--- config.mk ---
export PLATFORM = sky130hd
export DESIGN_NAME = sphere3hopf_point_fifo
export DESIGN_NICKNAME = d
export VERILOG_FILES = /design/src/rtl/sphere3hopf_point_fifo.sv
export SDC_FILE = /design/constraint.sdc
export NUM_CORES = 1
export LEC_CHECK = 0
export ABC_AREA = 1
export ABC_CLOCK_PERIOD_IN_PS = 7700
export CAP_MARGIN = 10
export CORE_MARGIN = 3
export CORE_UTILIZATION = 55
export DETAILED_ROUTE_END_ITERATION = 10
export PLACE_DENSITY = 0.73
export SYNTH_ARGS = -nofsm -noshare
export SYNTH_HDL_FRONTEND = slang
export SYNTH_SLANG_ARGS = --single-unit
--- constraint.sdc ---
create_clock -name clk -period 7.7 [get_ports clk]
set_input_delay 1.925 -clock clk [delete_from_list [all_inputs] [get_ports clk]]
set_output_delay 1.925 -clock clk [all_outputs]
set_load 0.02 [all_outputs]
--- src/rtl/sphere3hopf_point_fifo.sv ---
// Point FIFO between the sphere3hopf generator and a valid/ready consumer.
// Throttles the generator with a registered pop_enable that keeps SKID entries free.
module sphere3hopf_point_fifo #(
  parameter int unsigned WIDTH = 32,
  parameter int unsigned DEPTH = 8,
  parameter int unsigned SKID  = 2
) (
  input  logic                       clk,
  input  logic                       rst,
  input  logic                       run,
  input  logic                       flush,
  input  logic                       gen_valid,
  input  logic [WIDTH-1:0]           gen_x,
  input  logic [WIDTH-1:0]           gen_y,
  input  logic [WIDTH-1:0]           gen_z,
  input  logic [WIDTH-1:0]           gen_w,
  output logic                       gen_pop_enable,
  output logic                       out_valid,
  input  logic                       out_ready,
  output logic [WIDTH-1:0]           out_x,
  output logic [WIDTH-1:0]           out_y,
  output logic [WIDTH-1:0]           out_z,
  output logic [WIDTH-1:0]           out_w,
  output logic [$clog2(DEPTH):0]     level,
  output logic                       overflow,
  output logic [31:0]                points_out
);

  localparam int unsigned AW = $clog2(DEPTH);
  localparam int unsigned LW = AW + 1;
  localparam logic [LW-1:0] FullLevel  = LW'(DEPTH);
  localparam logic [LW-1:0] ThrottleAt = LW'(DEPTH - SKID);

  logic [4*WIDTH-1:0] mem [DEPTH];

  logic [AW-1:0] wr_ptr_q, wr_ptr_d;
  logic [AW-1:0] rd_ptr_q, rd_ptr_d;
  logic [LW-1:0] level_q, level_d;
  logic          overflow_q, overflow_d;
  logic [31:0]   points_q, points_d;
  logic          pop_en_q, pop_en_d;

  logic full, do_pop, do_push, do_drop;

  always_comb begin
    full    = (level_q == FullLevel);
    // Flush wins over any same-cycle push or pop.
    do_pop  = (level_q != '0) && out_ready && !flush;
    do_push = gen_valid && !flush && (!full || do_pop);
    do_drop = gen_valid && !flush && full && !do_pop;
  end

  always_comb begin
    wr_ptr_d   = wr_ptr_q;
    rd_ptr_d   = rd_ptr_q;
    level_d    = level_q;
    overflow_d = overflow_q;
    points_d   = points_q;
    if (flush) begin
      wr_ptr_d   = '0;
      rd_ptr_d   = '0;
      level_d    = '0;
      overflow_d = 1'b0;
    end else begin
      if (do_push) wr_ptr_d = wr_ptr_q + 1'b1;
      if (do_pop) begin
        rd_ptr_d = rd_ptr_q + 1'b1;
        points_d = points_q + 32'd1;
      end
      unique case ({do_push, do_pop})
        2'b10:   level_d = level_q + LW'(1);
        2'b01:   level_d = level_q - LW'(1);
        default: level_d = level_q;
      endcase
      if (do_drop) overflow_d = 1'b1;
    end
    // Free space after this cycle must exceed SKID to keep requesting.
    pop_en_d = run && (level_d < ThrottleAt);
  end

  always_ff @(posedge clk or posedge rst) begin
    if (rst) begin
      wr_ptr_q   <= '0;
      rd_ptr_q   <= '0;
      level_q    <= '0;
      overflow_q <= 1'b0;
      points_q   <= '0;
      pop_en_q   <= 1'b0;
    end else begin
      wr_ptr_q   <= wr_ptr_d;
      rd_ptr_q   <= rd_ptr_d;
      level_q    <= level_d;
      overflow_q <= overflow_d;
      points_q   <= points_d;
      pop_en_q   <= pop_en_d;
    end
  end

  // Storage has no reset; empty-state outputs are masked instead.
  always_ff @(posedge clk) begin
    if (do_push) mem[wr_ptr_q] <= {gen_x, gen_y, gen_z, gen_w};
  end

  always_comb begin
    out_valid = (level_q != '0);
    if (out_valid) {out_x, out_y, out_z, out_w} = mem[rd_ptr_q];
    else           {out_x, out_y, out_z, out_w} = '0;
  end

  assign gen_pop_enable = pop_en_q;
  assign level          = level_q;
  assign overflow       = overflow_q;
  assign points_out     = points_q;

endmodule
==> impl_results.md, run 1 <==
* CTS tree: yes
* Die area at between 70,000 and 80,000 µm²
* Syn nets at about 3,300
* Main synth FF type: edfxtp_1
* Worst slew pin tran at about 1.2 ns
* DPL Wire Length at around 50,000 µm
* Gpl congestion at 0.816
* Fillers at between 5,000 and 6,000
* Synth Cell Area at approximately 42,000 µm²
* Core area at between 70,000 and 80,000 µm²
* Synth Warn # at 0
* Cell leakage power at ~16 nW
* First-pass GRT wire length at roughly 150,000 µm
* Root buf cell: clkbuf_16
* Area grow syn2layout at 17.2%
* Max_slew headroom at 0.207
* Status: finished, final reports clean
* Final setup vio count at 0
* # Post-CTS Setup Buffers at 0
* Remaining Overflow, GRT at 0
* Max VDD drop at around 0.2 mV
* Layout Utilization at 0.653
* Mapped Cells at 3,179
* Pwr Total at approximately 13 mW
* Avg Inst Size Synth at ~13 µm²
* Period utilisation layout at 0.801
* Share of cells above drive strength 1 at 0.0608
* Initial antenna violation count at 10
* WL per Instance at 22.0 µm
* Post-synth top area share at 0.738
* Vias per inst at roughly 6
* Die Ht at ~280 µm
* Largest net degree at the start of global routing at 210
* DRT iter0 DRCs at roughly 2,600
* Clock Path Buffers at 3
* Drt pass-1 iters at 5
* Vias in the first global route at roughly 26,000
* Vias at 26,668
* Required @ worst endpoint at between 5 and 6 ns
* Synth top cells by count: 1,024 x edfxtp_1, 796 x nor2_1, 634 x o21ai_0, 146 x clkbuf_1, 129 x a31oi_1
* Slew Viols, Final at 0
* Worst EP arrival at roughly 4.2 ns
* Cell variety after synth at 33
* Min Tclk post-route at about 6.2 ns
* Total Wirelength at 98,300 µm
* Seq cells post-synth at about 1,100
* Hold path depth at 1
* Post-synth EDFFs at 1,024
* Die X at 281 µm
* Nets at ~3,500
* WHS at slightly above 0.5 ns
* RSZ-0062 raised after global routing: no
* Buffers on Ports at 300
* Post-synthesis cell type with the largest combined area: edfxtp_1
* R2R cell count at 10
* Final hold vios at 0
* Area contributors post-synth: edfxtp_1 74%, o21ai_0 7.6%, nor2_1 7.2%, dfrtp_1 2.6%, a31oi_1 1.9%
* Crit path kind: flip-flop to output port
* Startpoint class of the critical path: flip-flop
* Sequential area share after synthesis at 0.764
* Total of max-cap violations at 0
* TritonCTS Buffers at around 110
* CTS clk-pin slew, worst paths at around 0.060 ns
* Hold_buf cts at 0
* Worst min path class: flip-flop to flip-flop
* Sink Count at 1,068
* Fmax achieved at roughly 160 MHz
* Cell row count at 100
* Detailed-route DRC error count at 0
* CTS resizes at 0
* Total negative setup slack at 0 ns
* All-Layer GR Usage at 0.247
* H-tree depth at 3
* Top Ports at 301
* Clock Skew at ~0.017 ns
* CP Capture Type: output port
* Pwr Density at 268 nW/µm²
* Pre-CTS WS at 2.32 ns
* Starting Density at 0.557
* Crit path max fanout at about 200
* Fraction of registers with async set/reset at 0.0412
* Number of antenna-violating nets in the routed design at 0
* Final WS setup at about 1.5 ns
* Count leader, synth: edfxtp_1
* Clock latency on the worst-skew pair at between 0.6 and 0.7 ns
[layer usage]
| layer | vias to the layer above | share of wire | track usage |
|---|---|---|---|
| met5 | - | 0.00044 | 0 |
| met4 | 6 | 0.024 | 0.0768 |
| met3 | 173 | 0.072 | 0.0416 |
| met2 | 1069 | 0.50 | 0.425 |
| met1 | 13260 | 0.40 | 0.324 |
| li1 | 12160 | - | - |
[report_power, final]
group	internal (mW)	leakage [nW]	total, mW	switching, mW
Clock	2.78	1.59	4.85	2.07
Sequential	6.48	9.82	6.53	0.0511
Combinational	0.611	4.68	1.73	1.12
[cell usage in the layout (no fill, tap or decap), types with 16 or more instances in the layout]
cell type        synthesis  layout
inv_1                   34      32
edfxtp_1              1024    1024
clkinv_1                 0      24
a31oi_1                129     129
clkdlybuf4s50_1          0     300
nand2_1                 68      68
xor2_1                  18      18
dfrtp_1                 44      42
clkinv_2                 0      24
nor2_1                 796     788
o22ai_1                128     128
buf_4                    4      16
o21ai_0                634     634
buf_12                   0      18
clkbuf_16                0     108
[worst max-delay path: stages, from the launching register on]
cell and delay (ns):
dfrtp_4 0.70, inv_8 0.82, buf_12 0.42, o21ai_0 0.14
o22ai_1 0.15, o21ai_0 0.09, a31oi_1 0.36, clkdlybuf4s50_1 0.70
[worst paths after layout]
check / start / to / slack, ns
min in group asynchronous: rst / points_out[3] / 1.76
hold / removal: points_out[3] / points_out[3] / 0.52
setup / recovery: rd_ptr_q[0] / out_w[30] / 1.53
max in group asynchronous: rst / rd_ptr_q[0] / 5.50
setup reg to reg: level[0] / mem[0][85] / 3.32
hold reg to reg: points_out[3] / points_out[3] / 0.52
[cell type report]
class / count / area, µm² / share of cell area
Clock buffer: 123 / 2760 / 0.0564
Timing Repair Buffer: 334 / 3480 / 0.0713
Tap cell: 969 / 1210 / 0.0248
Inverter: 37 / 161 / 0.00330
Sequential cell: 1068 / 31900 / 0.652
Multi-Input combinational cell: 1862 / 8880 / 0.182
Antenna cell: 7 / 17.5 / 0.000358
Clock inverter: 65 / 505 / 0.0103
[metrics by stage]
| step | instance area (µm²) | cells |
|---|---|---|
| 6_report | 48900 | 4465 |
| 5_1_grt | 48900 | 4461 |
| 4_1_cts | 48900 | 4458 |
| 3_5_place_dp | 45600 | 4270 |
| 3_3_place_gp | 45600 | 4270 |
| 2_1_floorplan | 41700 | 3179 |
[registers in the layout, indices dropped and copies added (netlist names)]
name	count
rd_ptr_q	3
mem	1024
wr_ptr_q	3
level	4
points_out	32
gen_pop_enable	1
overflow	1
[cell families after synthesis]
| group | after synthesis | synth area share |
|---|---|---|
| compound gates | 912 | 0.117 |
| xor+xnor | 31 | 0.00651 |
| fa+ha+maj | 4 | 0.00120 |
| buf+inv | 249 | 0.0244 |
| flops | 1068 | 0.764 |
| simple gates | 915 | 0.0864 |
Power figures use the tool's default switching activity.
==> run 2: changes to the inputs <==
--- a/config.mk
+++ b/config.mk
@@ -6,12 +6,12 @@
 export NUM_CORES = 1
 export LEC_CHECK = 0
 export ABC_AREA = 1
-export ABC_CLOCK_PERIOD_IN_PS = 7700
+export ABC_CLOCK_PERIOD_IN_PS = 5500
 export CAP_MARGIN = 10
 export CORE_MARGIN = 3
-export CORE_UTILIZATION = 55
+export CORE_UTILIZATION = 53
 export DETAILED_ROUTE_END_ITERATION = 10
-export PLACE_DENSITY = 0.73
+export PLACE_DENSITY = 0.74
 export SYNTH_ARGS = -nofsm -noshare
 export SYNTH_HDL_FRONTEND = slang
 export SYNTH_SLANG_ARGS = --single-unit
==> constraint.sdc (replaced) <==
create_clock -name clk -period 5.5 [get_ports clk]
set_input_delay 1.375 -clock clk [delete_from_list [all_inputs] [get_ports clk]]
set_output_delay 1.375 -clock clk [all_outputs]
set_load 0.02 [all_outputs]
==> run 2 against run 1 <==
Compared with the run above:
- critical path type unchanged
- cell area increased by 1.6%
- non-clock buffer count increased by 27
- total power increased by 44%
- critical endpoint is now out_y[28]
- largest power group unchanged
- first-iteration DRC count decreased by 9.7%
==> impl_results.md, run 2 (synthesis gave the netlist of run 1 again) <==
* Vias in the first global route at 25,759 (-2.5%)
* Most common cell after layout, fill and taps aside: edfxtp_1
* Crit path max fanout at 81 (-60%)
* Initial antenna violation count at 7 (-3)
* Max VDD drop at 0.293 mV (+46%)
* Starting Density at 0.536 (-0.0208)
* DPL Wire Length at 51,200 µm (+2.3%)
* Nets at 3,573 (+0.76%)
* Final WS setup at 0.367 ns (-1.16 ns)
* Pwr Total at 18.9 mW (+44%)
* All-Layer GR Usage at 0.238 (-0.00860)
* Worst min path class: flip-flop to flip-flop
* Crit path max-delay cell type: dfrtp_4
* H-tree depth at 3 (unchanged)
* Vias at 26,538 (-0.49%)
* Gpl congestion at 0.837 (+2.5%)
* Share of cells above drive strength 1 at 0.0706 (+0.00986)
* Required @ worst endpoint at 4.12 ns (-1.66 ns)
* Core area at 77,700 µm² (+3.9%)
* Commonest cells after routing, fill and taps aside: 1,024 x edfxtp_1, 788 x nor2_1, 634 x o21ai_0
* Hold path depth at 1 (unchanged)
* First-pass GRT wire length at 151,000 µm (+0.40%)
* # Post-CTS Setup Buffers at 0 (unchanged)
* CP Capture Type: output port
* Die area at 82,100 µm² (+3.7%)
* Period utilisation layout at 0.933
* Switching Share at 0.246 (-0.000813)
* Status: finished, final reports clean
* Worst EP arrival at 3.76 ns (-0.48 ns)
* Clock Path Buffers at 3 (unchanged)
* Clock Skew at 0.0281 ns (+0.0115 ns)
* Die X at 286 µm (+1.8%)
* Comb power frac at 0.131 (about the same)
* RSZ-0062 raised after global routing: no
* Hold endpoint: points_out[4]
* Area grow syn2layout at 19.1%
* Total of max-cap violations at 0 (unchanged)
* Reg-to-reg slack, setup at 1.92 ns (-1.40 ns)
* Final setup vio count at 0 (unchanged)
* P_sw at 4.65 mW (+43%)
* Final hold vios at 0 (unchanged)
* Buffers on Ports at 300 (unchanged)
* Cell row count at 102 (+2.0%)
* Total Wirelength at 98,500 µm (+0.16%)
* Drt pass-1 iters at 6 (+1)
* Most frequent CP cell: o21ai_0
* Crit path largest cell delay at 0.73 ns (-0.09 ns)
* Min Tclk post-route at between 5 and 6 ns
* Hold Crit Start: points_out[4]
* Cell leakage power at 16.4 nW (+2.0%)
* Fillers at 5,595 (+7.6%)
* CTS resizes at 0 (unchanged)
* Sink Count at 1,068 (unchanged)
* CP cell instances: inv_8 > buf_4 > o21ai_0 > o22ai_1 > o21ai_0 > a31oi_1 > clkdlybuf4s50_1
* Fmax achieved at 195 MHz
* CTS clk-pin slew, worst paths at 0.06 ns (about the same)
* Max_slew headroom at 0.469 (+0.261)
* DRT iter0 DRCs at 2,370 (-9.7%)
* Crit path kind: flip-flop to output port
* Top Ports at 301 (unchanged)
* Worst slew pin tran at 0.797 ns (-0.392 ns)
* CTS tree: yes
* Pre-CTS WS at 1.02 ns (-1.29 ns)
* Root buf cell: clkbuf_16
* TritonCTS Buffers at 105 (unchanged)
* Worst reg2reg startpoint: level[0]
* Slew Viols, Final at 0 (unchanged)
* Reg2Reg Capture Point: mem[3][0]
* Detailed-route DRC error count at 0 (unchanged)
* Die Ht at 286 µm (+1.8%)
* Pint at 14.2 mW (+44%)
* Part of the power in the clock network at 0.384 (+0.014)
* Clock latency on the worst-skew pair at 0.65 ns (about the same)
* Number of antenna-violating nets in the routed design at 0 (unchanged)
* Top reg by flops: mem
* Hold_buf cts at 0 (unchanged)
* WL per Instance at 21.5 µm (-2.1%)
* Largest register FFs at 1,024 (unchanged)
* Remaining Overflow, GRT at 0 (unchanged)
* Pwr Density at 380 nW/µm² (+42%)
* R2R cell count at 10 (unchanged)
* Layout Utilization at 0.639 (-0.0145)
* Largest net degree at the start of global routing at 151 (-28%)
* Vias per inst at 5.81 (-2.8%)
* Sequential cell fraction of total power at 0.485 (-0.013)
* Startpoint class of the critical path: flip-flop
run 2: cell types whose count changed in the layout (fill, tap and decap cells not counted), sizes merged:
cell,delta
clkbuf,-6
clkinv,+6
diode,-3
bufinv,+8
buf,+27
inv,+2
run 2: per-stage QoR:
| stage | instance area, µm² | instances | hold WS [ns] | setup TNS [ns] |
|---|---|---|---|---|
| 2_1_floorplan | 41700 | 3179 | 0.549 | -320.41 |
| 3_3_place_gp | 46100 | 4368 | 0.494 | 0 |
| 3_5_place_dp | 46100 | 4368 | 0.490 | 0 |
| 4_1_cts | 49600 | 4566 | 0.502 | 0 |
| 5_1_grt | 49600 | 4569 | 0.512 | 0 |
| 6_report | 49600 | 4570 | 0.503 | 0 |
run 2: worst max-delay path, delay by kind of cell, from the launching register on:
family	cells	cell delay (ns)
flops	1	0.73
buf+inv	3	1.57
compound gates	4	0.73
run 2: area by class of cell:
type / instances / area, µm² / area share
Clock buffer: 117 / 2690 / 0.0543
Tap cell: 1040 / 1300 / 0.0262
Inverter: 37 / 161 / 0.00325
Multi-Input combinational cell: 1862 / 8880 / 0.179
Clock inverter: 81 / 865 / 0.0174
Antenna cell: 4 / 10.0 / 0.000202
Timing Repair Buffer: 361 / 3870 / 0.0780
Sequential cell: 1068 / 31900 / 0.642
run 2: power groups by stage:
stage               sequential [mW]  combinational [mW]  clock (mW)
floorplan                      9.32                1.35           0
global placement               9.32                2.43           0
detailed placement             9.32                2.46           0
CTS                            9.15                2.48        7.37
global route                   9.16                2.68        7.72
finish                         9.15                2.47        7.25
run 2: worst max-delay path by stage:
stage / endpoint / depth (start not counted) / start
CTS: out_y[3] / 7 / rd_ptr_q[0]
finish: out_y[28] / 7 / rd_ptr_q[0]
detailed placement: out_y[3] / 7 / rd_ptr_q[0]
global placement: out_y[3] / 7 / rd_ptr_q[0]
global route: out_y[3] / 7 / rd_ptr_q[0]
floorplan: mem[4][0] / 7 / flush
run 2: layer usage:
metal	track usage	up-vias	wire, µm
met1	0.323	13139	39900
met3	0.0343	146	6500
met4	0.0747	6	2400
met2	0.401	1004	49600
met5	0	-	40
li1	-	12243	-
